**src/rtl/bsg_wormhole_traffic_node.sv**
```systemverilog
// bsg_wormhole_traffic_node: wormhole request generator, request echo
// responder and in-order response checker for router testbenches.
// Ports:
//   clk_i, reset_n_i            : clock, synchronous active-low reset
//   en_i, len_i                 : request start enable, body flits of next request
//   my_cord_i, dest_cord_i      : own coordinate, request target / response source
//   fwd_v_o/fwd_data_o/fwd_ready_and_i : outgoing requests
//   fwd_v_i/fwd_data_i/fwd_ready_and_o : incoming requests (echoed)
//   rev_v_o/rev_data_o/rev_ready_and_i : outgoing responses
//   rev_v_i/rev_data_i/rev_ready_and_o : incoming responses (checked)
//   sent_o, received_o, outstanding_o  : traffic counters
//   error_o, err_code_o                : sticky first error (1 cord, 2 seq, 3 payload)
module bsg_wormhole_traffic_node #(
    parameter int flit_width_p      = 32,
    parameter int cord_width_p      = 4,
    parameter int len_width_p       = 4,
    parameter int max_outstanding_p = 4,
    parameter int seq_width_p       = 16
) (
    input  logic                                   clk_i,
    input  logic                                   reset_n_i,
    input  logic                                   en_i,
    input  logic [cord_width_p-1:0]                my_cord_i,
    input  logic [cord_width_p-1:0]                dest_cord_i,
    input  logic [len_width_p-1:0]                 len_i,
    output logic                                   fwd_v_o,
    output logic [flit_width_p-1:0]                fwd_data_o,
    input  logic                                   fwd_ready_and_i,
    input  logic                                   fwd_v_i,
    input  logic [flit_width_p-1:0]                fwd_data_i,
    output logic                                   fwd_ready_and_o,
    output logic                                   rev_v_o,
    output logic [flit_width_p-1:0]                rev_data_o,
    input  logic                                   rev_ready_and_i,
    input  logic                                   rev_v_i,
    input  logic [flit_width_p-1:0]                rev_data_i,
    output logic                                   rev_ready_and_o,
    output logic [31:0]                            sent_o,
    output logic [31:0]                            received_o,
    output logic [$clog2(max_outstanding_p+1)-1:0] outstanding_o,
    output logic                                   error_o,
    output logic [1:0]                             err_code_o
);

    localparam int out_width_lp = $clog2(max_outstanding_p+1);
    localparam int len_lsb_lp   = cord_width_p;
    localparam int src_lsb_lp   = cord_width_p + len_width_p;
    localparam int seq_lsb_lp   = 2*cord_width_p + len_width_p;
    localparam int hdr_width_lp = seq_lsb_lp + seq_width_p;

    localparam logic [1:0] GEN_IDLE = 2'd0;
    localparam logic [1:0] GEN_HDR  = 2'd1;
    localparam logic [1:0] GEN_BODY = 2'd2;

    localparam logic [0:0] CHK_HDR  = 1'b0;
    localparam logic [0:0] CHK_BODY = 1'b1;

    localparam logic [len_width_p-1:0] len_one_lp = len_width_p'(1);

    function automatic logic [flit_width_p-1:0] make_hdr(
        input logic [cord_width_p-1:0] dest,
        input logic [len_width_p-1:0]  len,
        input logic [cord_width_p-1:0] src,
        input logic [seq_width_p-1:0]  seq
    );
        logic [hdr_width_lp-1:0] h;
        h = {seq, src, len, dest};
        return flit_width_p'(h);
    endfunction

    function automatic logic [flit_width_p-1:0] make_body(
        input logic [seq_width_p-1:0] seq,
        input logic [len_width_p-1:0] k
    );
        logic [seq_width_p+7:0] b;
        b = {seq, 8'(k)};
        return flit_width_p'(b);
    endfunction

    // generator state
    logic [1:0]              gen_state_q, gen_state_d;
    logic [len_width_p-1:0]  gen_len_q, gen_len_d;
    logic [len_width_p-1:0]  gen_cnt_q, gen_cnt_d;
    logic [seq_width_p-1:0]  gen_seq_q, gen_seq_d;
    logic [seq_width_p-1:0]  tx_seq_q, tx_seq_d;
    logic [flit_width_p-1:0] fwd_data_q, fwd_data_d;
    logic [31:0]             sent_q, sent_d;

    // echo fifo state
    logic [flit_width_p-1:0] fifo_mem_q [2];
    logic [flit_width_p-1:0] fifo_mem_d [2];
    logic                    wr_ptr_q, wr_ptr_d;
    logic                    rd_ptr_q, rd_ptr_d;
    logic [1:0]              fifo_cnt_q, fifo_cnt_d;
    logic                    echo_hdr_q, echo_hdr_d;
    logic [len_width_p-1:0]  echo_rem_q, echo_rem_d;

    // checker state
    logic [0:0]              chk_state_q, chk_state_d;
    logic [len_width_p-1:0]  chk_len_q, chk_len_d;
    logic [len_width_p-1:0]  chk_cnt_q, chk_cnt_d;
    logic [seq_width_p-1:0]  chk_seq_q, chk_seq_d;
    logic [seq_width_p-1:0]  exp_seq_q, exp_seq_d;
    logic [31:0]             recv_q, recv_d;
    logic                    err_q, err_d;
    logic [1:0]              code_q, code_d;

    logic [out_width_lp-1:0] out_q, out_d;
    logic                    rdy_q;

    logic                    fwd_hs, gen_hdr_hs, gen_last_hs;
    logic                    can_start, start;
    logic                    push, pop;
    logic [flit_width_p-1:0] echo_flit;
    logic                    rx_hs, rx_last;
    logic [len_width_p-1:0]  rx_len;
    logic [cord_width_p-1:0] rx_dest, rx_src;
    logic [seq_width_p-1:0]  rx_seq;
    logic [1:0]              rx_code;

    assign fwd_v_o         = (gen_state_q != GEN_IDLE);
    assign fwd_data_o      = fwd_data_q;
    assign fwd_ready_and_o = rdy_q & (fifo_cnt_q != 2'd2);
    assign rev_v_o         = (fifo_cnt_q != 2'd0);
    assign rev_data_o      = fifo_mem_q[rd_ptr_q];
    assign rev_ready_and_o = rdy_q;
    assign sent_o          = sent_q;
    assign received_o      = recv_q;
    assign outstanding_o   = out_q;
    assign error_o         = err_q;
    assign err_code_o      = code_q;

    assign fwd_hs      = fwd_v_o & fwd_ready_and_i;
    assign gen_hdr_hs  = fwd_hs & (gen_state_q == GEN_HDR);
    assign gen_last_hs = fwd_hs
                       & (((gen_state_q == GEN_HDR) & (gen_len_q == '0))
                       | ((gen_state_q == GEN_BODY)
                       & (gen_cnt_q == gen_len_q - len_one_lp)));

    assign push = fwd_v_i & fwd_ready_and_o;
    assign pop  = rev_v_o & rev_ready_and_i;

    assign rx_hs   = rev_v_i & rdy_q;
    assign rx_dest = rev_data_i[0 +: cord_width_p];
    assign rx_len  = rev_data_i[len_lsb_lp +: len_width_p];
    assign rx_src  = rev_data_i[src_lsb_lp +: cord_width_p];
    assign rx_seq  = rev_data_i[seq_lsb_lp +: seq_width_p];
    assign rx_last = rx_hs
                   & ((chk_state_q == CHK_HDR) ? (rx_len == '0)
                                               : (chk_cnt_q == chk_len_q - len_one_lp));

    // outstanding credits: taken at header handshake, returned on last response flit
    always_comb begin
        out_d = out_q;
        if (gen_hdr_hs && !rx_last) begin
            out_d = out_q + out_width_lp'(1);
        end else if (!gen_hdr_hs && rx_last && (out_q != '0)) begin
            out_d = out_q - out_width_lp'(1);
        end
    end

    // generator
    always_comb begin
        gen_state_d = gen_state_q;
        gen_len_d   = gen_len_q;
        gen_cnt_d   = gen_cnt_q;
        gen_seq_d   = gen_seq_q;
        fwd_data_d  = fwd_data_q;
        tx_seq_d    = gen_hdr_hs ? tx_seq_q + seq_width_p'(1) : tx_seq_q;
        sent_d      = gen_last_hs ? sent_q + 32'd1 : sent_q;
        // out_d already holds this cycle's credit change, so a back-to-back
        // start can never exceed the limit
        can_start   = en_i & (out_d < out_width_lp'(max_outstanding_p));
        start       = 1'b0;
        unique case (gen_state_q)
            GEN_IDLE: start = can_start;
            GEN_HDR: begin
                if (fwd_hs) begin
                    if (gen_len_q != '0) begin
                        gen_state_d = GEN_BODY;
                        gen_cnt_d   = '0;
                        fwd_data_d  = make_body(gen_seq_q, '0);
                    end else begin
                        gen_state_d = GEN_IDLE;
                        start       = can_start;
                    end
                end
            end
            GEN_BODY: begin
                if (fwd_hs) begin
                    if (gen_cnt_q == gen_len_q - len_one_lp) begin
                        gen_state_d = GEN_IDLE;
                        start       = can_start;
                    end else begin
                        gen_cnt_d  = gen_cnt_q + len_one_lp;
                        fwd_data_d = make_body(gen_seq_q, gen_cnt_q + len_one_lp);
                    end
                end
            end
            default: gen_state_d = GEN_IDLE;
        endcase
        if (start) begin
            gen_state_d = GEN_HDR;
            gen_len_d   = len_i;
            gen_seq_d   = tx_seq_d;
            fwd_data_d  = make_hdr(dest_cord_i, len_i, my_cord_i, tx_seq_d);
        end
    end

    // echo fifo: headers are readdressed back to their source on the way in
    always_comb begin
        fifo_mem_d = fifo_mem_q;
        wr_ptr_d   = wr_ptr_q;
        rd_ptr_d   = rd_ptr_q;
        echo_hdr_d = echo_hdr_q;
        echo_rem_d = echo_rem_q;
        echo_flit  = fwd_data_i;
        if (echo_hdr_q) begin
            echo_flit[0 +: cord_width_p]          = fwd_data_i[src_lsb_lp +: cord_width_p];
            echo_flit[src_lsb_lp +: cord_width_p] = my_cord_i;
        end
        if (push) begin
            fifo_mem_d[wr_ptr_q] = echo_flit;
            wr_ptr_d             = ~wr_ptr_q;
            if (echo_hdr_q) begin
                if (fwd_data_i[len_lsb_lp +: len_width_p] != '0) begin
                    echo_hdr_d = 1'b0;
                    echo_rem_d = fwd_data_i[len_lsb_lp +: len_width_p];
                end
            end else begin
                echo_rem_d = echo_rem_q - len_one_lp;
                if (echo_rem_q == len_one_lp) begin
                    echo_hdr_d = 1'b1;
                end
            end
        end
        if (pop) begin
            rd_ptr_d = ~rd_ptr_q;
        end
        fifo_cnt_d = fifo_cnt_q + {1'b0, push} - {1'b0, pop};
    end

    // response checker
    always_comb begin
        chk_state_d = chk_state_q;
        chk_len_d   = chk_len_q;
        chk_cnt_d   = chk_cnt_q;
        chk_seq_d   = chk_seq_q;
        exp_seq_d   = exp_seq_q;
        recv_d      = rx_last ? recv_q + 32'd1 : recv_q;
        err_d       = err_q;
        code_d      = code_q;
        rx_code     = 2'd0;
        if (rx_hs) begin
            unique case (chk_state_q)
                CHK_HDR: begin
                    exp_seq_d = exp_seq_q + seq_width_p'(1);
                    if ((rx_dest != my_cord_i) || (rx_src != dest_cord_i)) begin
                        rx_code = 2'd1;
                    end else if (rx_seq != exp_seq_q) begin
                        rx_code = 2'd2;
                    end
                    if (rx_len != '0) begin
                        chk_state_d = CHK_BODY;
                        chk_len_d   = rx_len;
                        chk_cnt_d   = '0;
                        chk_seq_d   = rx_seq;
                    end
                end
                CHK_BODY: begin
                    if (rev_data_i != make_body(chk_seq_q, chk_cnt_q)) begin
                        rx_code = 2'd3;
                    end
                    chk_cnt_d = chk_cnt_q + len_one_lp;
                    if (chk_cnt_q == chk_len_q - len_one_lp) begin
                        chk_state_d = CHK_HDR;
                    end
                end
                default: chk_state_d = CHK_HDR;
            endcase
        end
        if ((rx_code != 2'd0) && !err_q) begin
            err_d  = 1'b1;
            code_d = rx_code;
        end
    end

    always_ff @(posedge clk_i) begin
        if (!reset_n_i) begin
            gen_state_q   <= GEN_IDLE;
            gen_len_q     <= '0;
            gen_cnt_q     <= '0;
            gen_seq_q     <= '0;
            tx_seq_q      <= '0;
            fwd_data_q    <= '0;
            sent_q        <= '0;
            fifo_mem_q[0] <= '0;
            fifo_mem_q[1] <= '0;
            wr_ptr_q      <= 1'b0;
            rd_ptr_q      <= 1'b0;
            fifo_cnt_q    <= '0;
            echo_hdr_q    <= 1'b1;
            echo_rem_q    <= '0;
            chk_state_q   <= CHK_HDR;
            chk_len_q     <= '0;
            chk_cnt_q     <= '0;
            chk_seq_q     <= '0;
            exp_seq_q     <= '0;
            recv_q        <= '0;
            err_q         <= 1'b0;
            code_q        <= '0;
            out_q         <= '0;
            rdy_q         <= 1'b0;
        end else begin
            gen_state_q   <= gen_state_d;
            gen_len_q     <= gen_len_d;
            gen_cnt_q     <= gen_cnt_d;
            gen_seq_q     <= gen_seq_d;
            tx_seq_q      <= tx_seq_d;
            fwd_data_q    <= fwd_data_d;
            sent_q        <= sent_d;
            fifo_mem_q[0] <= fifo_mem_d[0];
            fifo_mem_q[1] <= fifo_mem_d[1];
            wr_ptr_q      <= wr_ptr_d;
            rd_ptr_q      <= rd_ptr_d;
            fifo_cnt_q    <= fifo_cnt_d;
            echo_hdr_q    <= echo_hdr_d;
            echo_rem_q    <= echo_rem_d;
            chk_state_q   <= chk_state_d;
            chk_len_q     <= chk_len_d;
            chk_cnt_q     <= chk_cnt_d;
            chk_seq_q     <= chk_seq_d;
            exp_seq_q     <= exp_seq_d;
            recv_q        <= recv_d;
            err_q         <= err_d;
            code_q        <= code_d;
            out_q         <= out_d;
            rdy_q         <= 1'b1;
        end
    end

endmodule
```
**config.mk**
```make
export PLATFORM = sky130hd
export DESIGN_NAME = bsg_wormhole_traffic_node
export DESIGN_NICKNAME = d
export VERILOG_FILES = /design/src/rtl/bsg_wormhole_traffic_node.sv
export SDC_FILE = /design/constraint.sdc
export NUM_CORES = 1
export LEC_CHECK = 0
export CORE_MARGIN = 2
export CORE_UTILIZATION = 54
export CTS_BUF_LIST = sky130_fd_sc_hd__clkbuf_8
export DETAILED_ROUTE_END_ITERATION = 16
export PLACE_DENSITY = 0.82
export SYNTH_ARGS = -nofsm -noshare
export SYNTH_HDL_FRONTEND = slang
export SYNTH_SLANG_ARGS = --single-unit
```
**constraint.sdc**
```tcl
create_clock -name clk_i -period 5.58 [get_ports clk_i]
set_input_delay 1.395 -clock clk_i [delete_from_list [all_inputs] [get_ports clk_i]]
set_output_delay 1.395 -clock clk_i [all_outputs]
set_load 0.1 [all_outputs]
```
* Word-level counts from Yosys, hierarchy flattened
Index checks and enable logic that the tools add are counted.
W data, S select, Z words.
** Word-level totals
- Flip-flop bits (word level) :: 259
- Output and inout bits :: 138
- Word-level logic and storage cells :: 165
- Input bits :: 83
** Operators by class
- Order comparisons :: 4
- $add $sub $neg :: 13
- Multiplexer cells :: 50
- Bitwise gates (word level) :: 19
- Reduce and logical (&&, ||, !) cells :: 30
- Eq/ne operators :: 23
** Operators by type and width (count)
- $mux W32 :: 8
- $add A32 B1 Y32 const B :: 2
- $bwmux W64 :: 1
- $pmux W32 S2 :: 1
- $mux W4 :: 9
- $add A16 B1 Y16 const B :: 2
- $demux W32 S1 :: 1
- $ne A32 B24 Y1 :: 1
- $mux W28 :: 1
- $mux W16 :: 1
- $mux W2 :: 8
- $ne A16 B16 Y1 :: 1
- $pmux W4 S2 :: 2
- $mux W1 :: 12
- $reduce_bool A4 Y1 :: 3
- $sub A4 B1 Y4 const B :: 3
- $and A1 B1 Y1 :: 11
- $ne A2 B2 Y1 const B :: 5
- $reduce_and A5 Y1 :: 2
- $ne A3 B3 Y1 const B :: 3
- $add A4 B1 Y4 const B :: 2
- $eq A4 B4 Y1 :: 2
- $logic_not A4 Y1 :: 2
- $ne A2 B1 Y1 const B :: 4
- 30 further kinds :: 52

* Longest topological paths before layout
- Depth after elaboration :: 15
- Mapped depth :: 12
- Depth with buffers taken out :: 9

* Worst setup path before layout
No wires, ideal clock.
- Path kind :: input port to flip-flop
- Start point :: input port rev_data_i[4]
- End point :: register gen_seq_q[10]
- Arrival :: 3391 ps
- Stages on the path :: 9
- Slack :: 2060 ps
- Data required time :: 5451 ps
- Setup time :: 129 ps
- Path buffers :: 3
- Cells stage by stage :: or4_1 > o32a_1 > a21oi_1 > a21o_1 > clkbuf_1 > o21a_1 > buf_2 > clkbuf_1 > o21ai_0
** On the way
- Cells in the longest elaborated chain, start to end :: 12
- Elaborated cells between the ends (all ways) :: 16
- Classes of those cells :: 1 x order compare; 8 x mux; 2 x bitwise; 5 x reduce/logical
** Ends and longest elaborated chain
- start: declaration :: RTL line 36 : input logic [flit_width_p-1:0] rev_data_i,
- $logic_not A4 Y1 * :: RTL line 149 : & ((chk_state_q == CHK_HDR) ? (rx_len == '0)
- $mux W1 * :: RTL line 149
- $and A1 B1 Y1 * :: RTL line 149
- $logic_and A1 B1 Y1 (2 in series) :: RTL line 157 : end else if (!gen_hdr_hs && rx_last && (out_q != '0)) begin
- $mux W3 :: RTL line 157
- $mux W3 * :: RTL line 155 : if (gen_hdr_hs && !rx_last) begin
- $lt A3 B3 Y1 * :: RTL line 173 : can_start = en_i & (out_d < out_width_lp'(max_outstanding_p));
- $and A1 B1 Y1 * :: RTL line 173
- $mux W1 (on tied branches) :: RTL line 191, 179
- $mux W1 (on tied branches) :: RTL line 190, 178
- $pmux W1 S3 * :: RTL line 175 : unique case (gen_state_q)
- end signal: assignment :: RTL line 318 : gen_seq_q <= gen_seq_d;
- end: declaration :: RTL line 84 : logic [seq_width_p-1:0] gen_seq_q, gen_seq_d;
Every way passes the cells marked *; elsewhere a longest branch is shown, timed or not.
A chain may end at the register's enable or synchronous reset.

* Final worst setup path
- Start point :: register rd_ptr_q
- End point :: output port rev_data_o[2]
** On the way
- Cells in the longest elaborated chain, start to end :: 4
** Ends and longest elaborated chain
- start: declaration :: RTL line 93 : logic rd_ptr_q, rd_ptr_d;
- start signal: assignment :: RTL line 325 : rd_ptr_q <= rd_ptr_d;
- $not A1 Y2 (implied by the code) :: RTL line 125 : assign rev_data_o = fifo_mem_q[rd_ptr_q];
- $mux W32 (implied by the code) (3 in series) :: RTL line 125
- end: declaration :: RTL line 33 : output logic [flit_width_p-1:0] rev_data_o,
No other way between the ends. The select of a mux whose other input is x is not followed.

==> metrics.yaml <==
status:
  status: "completed"
layout:
  drive_gt1_share_pct: 8.20
  final_common_cell: "dfxtp_1"
  antenna_cells: 0
  syn2layout_area_growth_pct: 26.1
  utilization_pct: 69.4
  final_cell_mix: "255 x dfxtp_1, 231 x nand2_1, 215 x clkdlybuf4s50_1"
  final_area_um2: 15200
  layout.nets: 1706
critical_path:
  cp_num_buf_inv: 2
  cp_top_family: "buffers and inverters"
  r2r_slack_ps: 2380
  worstPathCellList: "buf_4, mux2_2, clkdlybuf4s50_1"
  start_kind: "register"
  r2r-end: "fwd_data_o[17]"
  cp.required_ps: 4180
  crit_path_max_incr_delay_ps: 1160
  worst-r2r-cell-count: 9
  path_max_fanout: 29
  crit_type: "register to output port"
  r2r-start: "gen_state_q[0]"
  endpoint_kind: "output port"
  cp.arrival_ps: 2840
  crit_path_top_delay_cell: "clkdlybuf4s50_1"
clock_tree:
  clock-sinks: 255
  cts_resized: 0
  cts_tree: "yes"
  cts_hold_buf: 0
  cts-root-buf: "clkbuf_8"
  cts_buffers: 44
  cts.clk_slew.worst_paths_ps: 60
  clkLatencyLatePin_ps: 550
  postCtsSetupBuffers: 0
  htreeDepth: 2
  clock_tree.buffer_depth: 3
synthesis:
  ys_seq_area_share_pct: 42.4
  synth_cells: 1417
  synth_compound_area_share_pct: 14.8
  muxShareOfSynthArea_pct: 7.21
  syn-cell-area_um2: 12100
  synthArstFlopShare_pct: 0
  ys_seq_elements: 255
  ys.flop_type: "dfxtp_1"
  synth_xor_area_share_pct: 7.49
  synth_cell_types: 68
  synth_top_family_by_area: "simple AND/OR/NAND/NOR gates"
  synth-edff-count: 0
  synth-simple-area-share_pct: 21.9
  synth_adder_area_share_pct: 1.97
  ys_warn_count: 0
  syn_area_per_cell_um2: 8.50
sta:
  finClkSkew_ps: 24.1
  finalMaxSlewViolations: 0
  finalSetupTns_ps: 0
  finalCritPeriodShare_pct: 75.9
  timing.fmax_ghz: 0.236
  hold_viol_final: 0
  setup_viol: 0
  maxSlewHeadroom_pct: 26.3
  rsz0062_at_grt: "no"
  worst_pin_slew_ps: 1110
  hold-worst-slack_ps: 452
  period_needed_ps: 4240
floorplanning:
  ioPinCount: 221
  die_w_um: 153
  die_area_um2: 23500
  initial_utilization_pct: 55.1
  rows: 54
  core_um2: 21900
  die_y_um: 153
power_and_ir_drop:
  powerDensity_nw_per_um2: 302
  vdd_drop_max_mv: 0.221
  leakagePower_nw: 5.50
  total_power_mw: 4.58
worst_hold_path:
  hp-start: "fifo_mem_q[47]"
  whs_endpoint: "fifo_mem_q[47]"
  hold_path_depth: 2
  hp-class: "register to register"
drt:
  drc: 0
  viasPerCell: 5.77
  dr.pass1.iters: 5
  routed_wl_mm: 31.8
  vias: 11044
  drt_iter0_drc: 733
  wl_per_cell_um: 16.6
  antenna_left: 0
placed_design:
  dp_hpwl_mm: 21.9
  placed_area_um2: 14300
  port_buffers: 216
  routabilityCongestion: 0.843
grt:
  antenna_found_initial: 0
  track_usage_pct: 25.5
  grt_overflow: 0
  grt_start_max_net_pins: 113
  grt_pass1_wl_mm: 50.6
  grt_pass1_vias: 10196
job:
  maxCapViolCount: 0
-- worst reg2reg max path, stage by stage (launching register included) --
cell and delay, ps:
dfxtp_1 380, inv_1 80, ha_1 290, and3b_1 500
a21oi_1 150, a22o_1 250, a211o_1 480, o21a_1 370
buf_4 300, o31ai_1 310
-- how the worst max path moves through the flow --
stage                           endpoint  depth (start not counted)          start  slack (ps)
final                      rev_data_o[2]                          3       rd_ptr_q        1340
after global routing       rev_data_o[2]                          3       rd_ptr_q        1300
after CTS                  rev_data_o[2]                          3       rd_ptr_q        1330
after detailed placement   fwd_data_o[2]                          8  rev_data_i[4]        1160
after global placement    fwd_data_o[10]                          9  rev_data_i[4]        1190
after floorplan            gen_seq_q[10]                          9  rev_data_i[4]        2060
-- power breakdown --
part	switching (mW)	internal [mW]	total [mW]	leakage, nW
Sequential	0.0548	1.89	1.94	2.07
Clock	0.745	0.937	1.68	0.507
Combinational	0.658	0.300	0.957	2.93
Total	1.46	3.12	4.58	5.50
-- area by class of cell --
| class | instances | area [um^2] |
|---|---|---|
| Timing Repair Buffer | 228 | 2250 |
| Sequential cell | 255 | 5100 |
| Inverter | 36 | 140 |
| Multi-Input combinational cell | 1039 | 6460 |
| Tap cell | 280 | 350 |
| Clock buffer | 59 | 812 |
| Fill cell | 1731 | 6700 |
| Clock inverter | 18 | 77.6 |
-- stage by stage --
stage	cells	setup WS, ps
after floorplan	1420	2060
final	1915	1340
after CTS	1915	1330
after global routing	1915	1300
after detailed placement	1838	1160
after global placement	1838	1190
-- state kept, by name, summed over array words and instances (netlist names), 2 cells and up --
name / count
outstanding_o: 3
chk_len_q: 4
gen_state_q: 2
err_code_o: 2
received_o: 32
gen_seq_q: 16
gen_len_q: 4
echo_rem_q: 4
exp_seq_q: 16
chk_seq_q: 16
gen_cnt_q: 4
tx_seq_q: 16
fwd_data_o: 28
chk_cnt_q: 4
fifo_cnt_q: 2
sent_o: 32
fifo_mem_q: 64
-- synth_stat cells (all sizes together), types with 32 or more instances --
| cell | instances | area share (%) |
|---|---|---|
| a21oi | 136 | 5.6 |
| clkbuf | 77 | 2.4 |
| dfxtp | 255 | 42 |
| inv | 36 | 1.1 |
| mux2 | 38 | 3.6 |
| mux2i | 44 | 3.7 |
| nand2 | 231 | 7.2 |
| nand3 | 40 | 1.7 |
| nor2 | 85 | 2.6 |
| o21ai | 52 | 2.2 |
| o31ai | 37 | 2.3 |
| xnor2 | 32 | 2.4 |
| xor2 | 64 | 4.7 |
-- routing by layer --
metal / GRT usage [%] / part of all wire, % / up-vias
met3: 4.71 / 5.9 / 63
li1: - / - / 5373
met4: 7.82 / 2.2 / 0
met5: 0 / 0 / -
met1: 34.6 / 45 / 5246
met2: 41.4 / 47 / 362
-- kinds of logic (layout without fill, tap and decap cells) --
kind of cell | after synthesis | count (layout)
flip-flops | 255 | 255
AO/OA/AOI/OAI | 295 | 295
multiplexers | 82 | 82
buffers and inverters | 126 | 341
XOR/XNOR | 98 | 98
AND/OR/NAND/NOR | 541 | 541
adder cells (fa/ha/maj) | 19 | 19
other | 1 | 4
No activity file was read; power rests on OpenSTA's default activity.
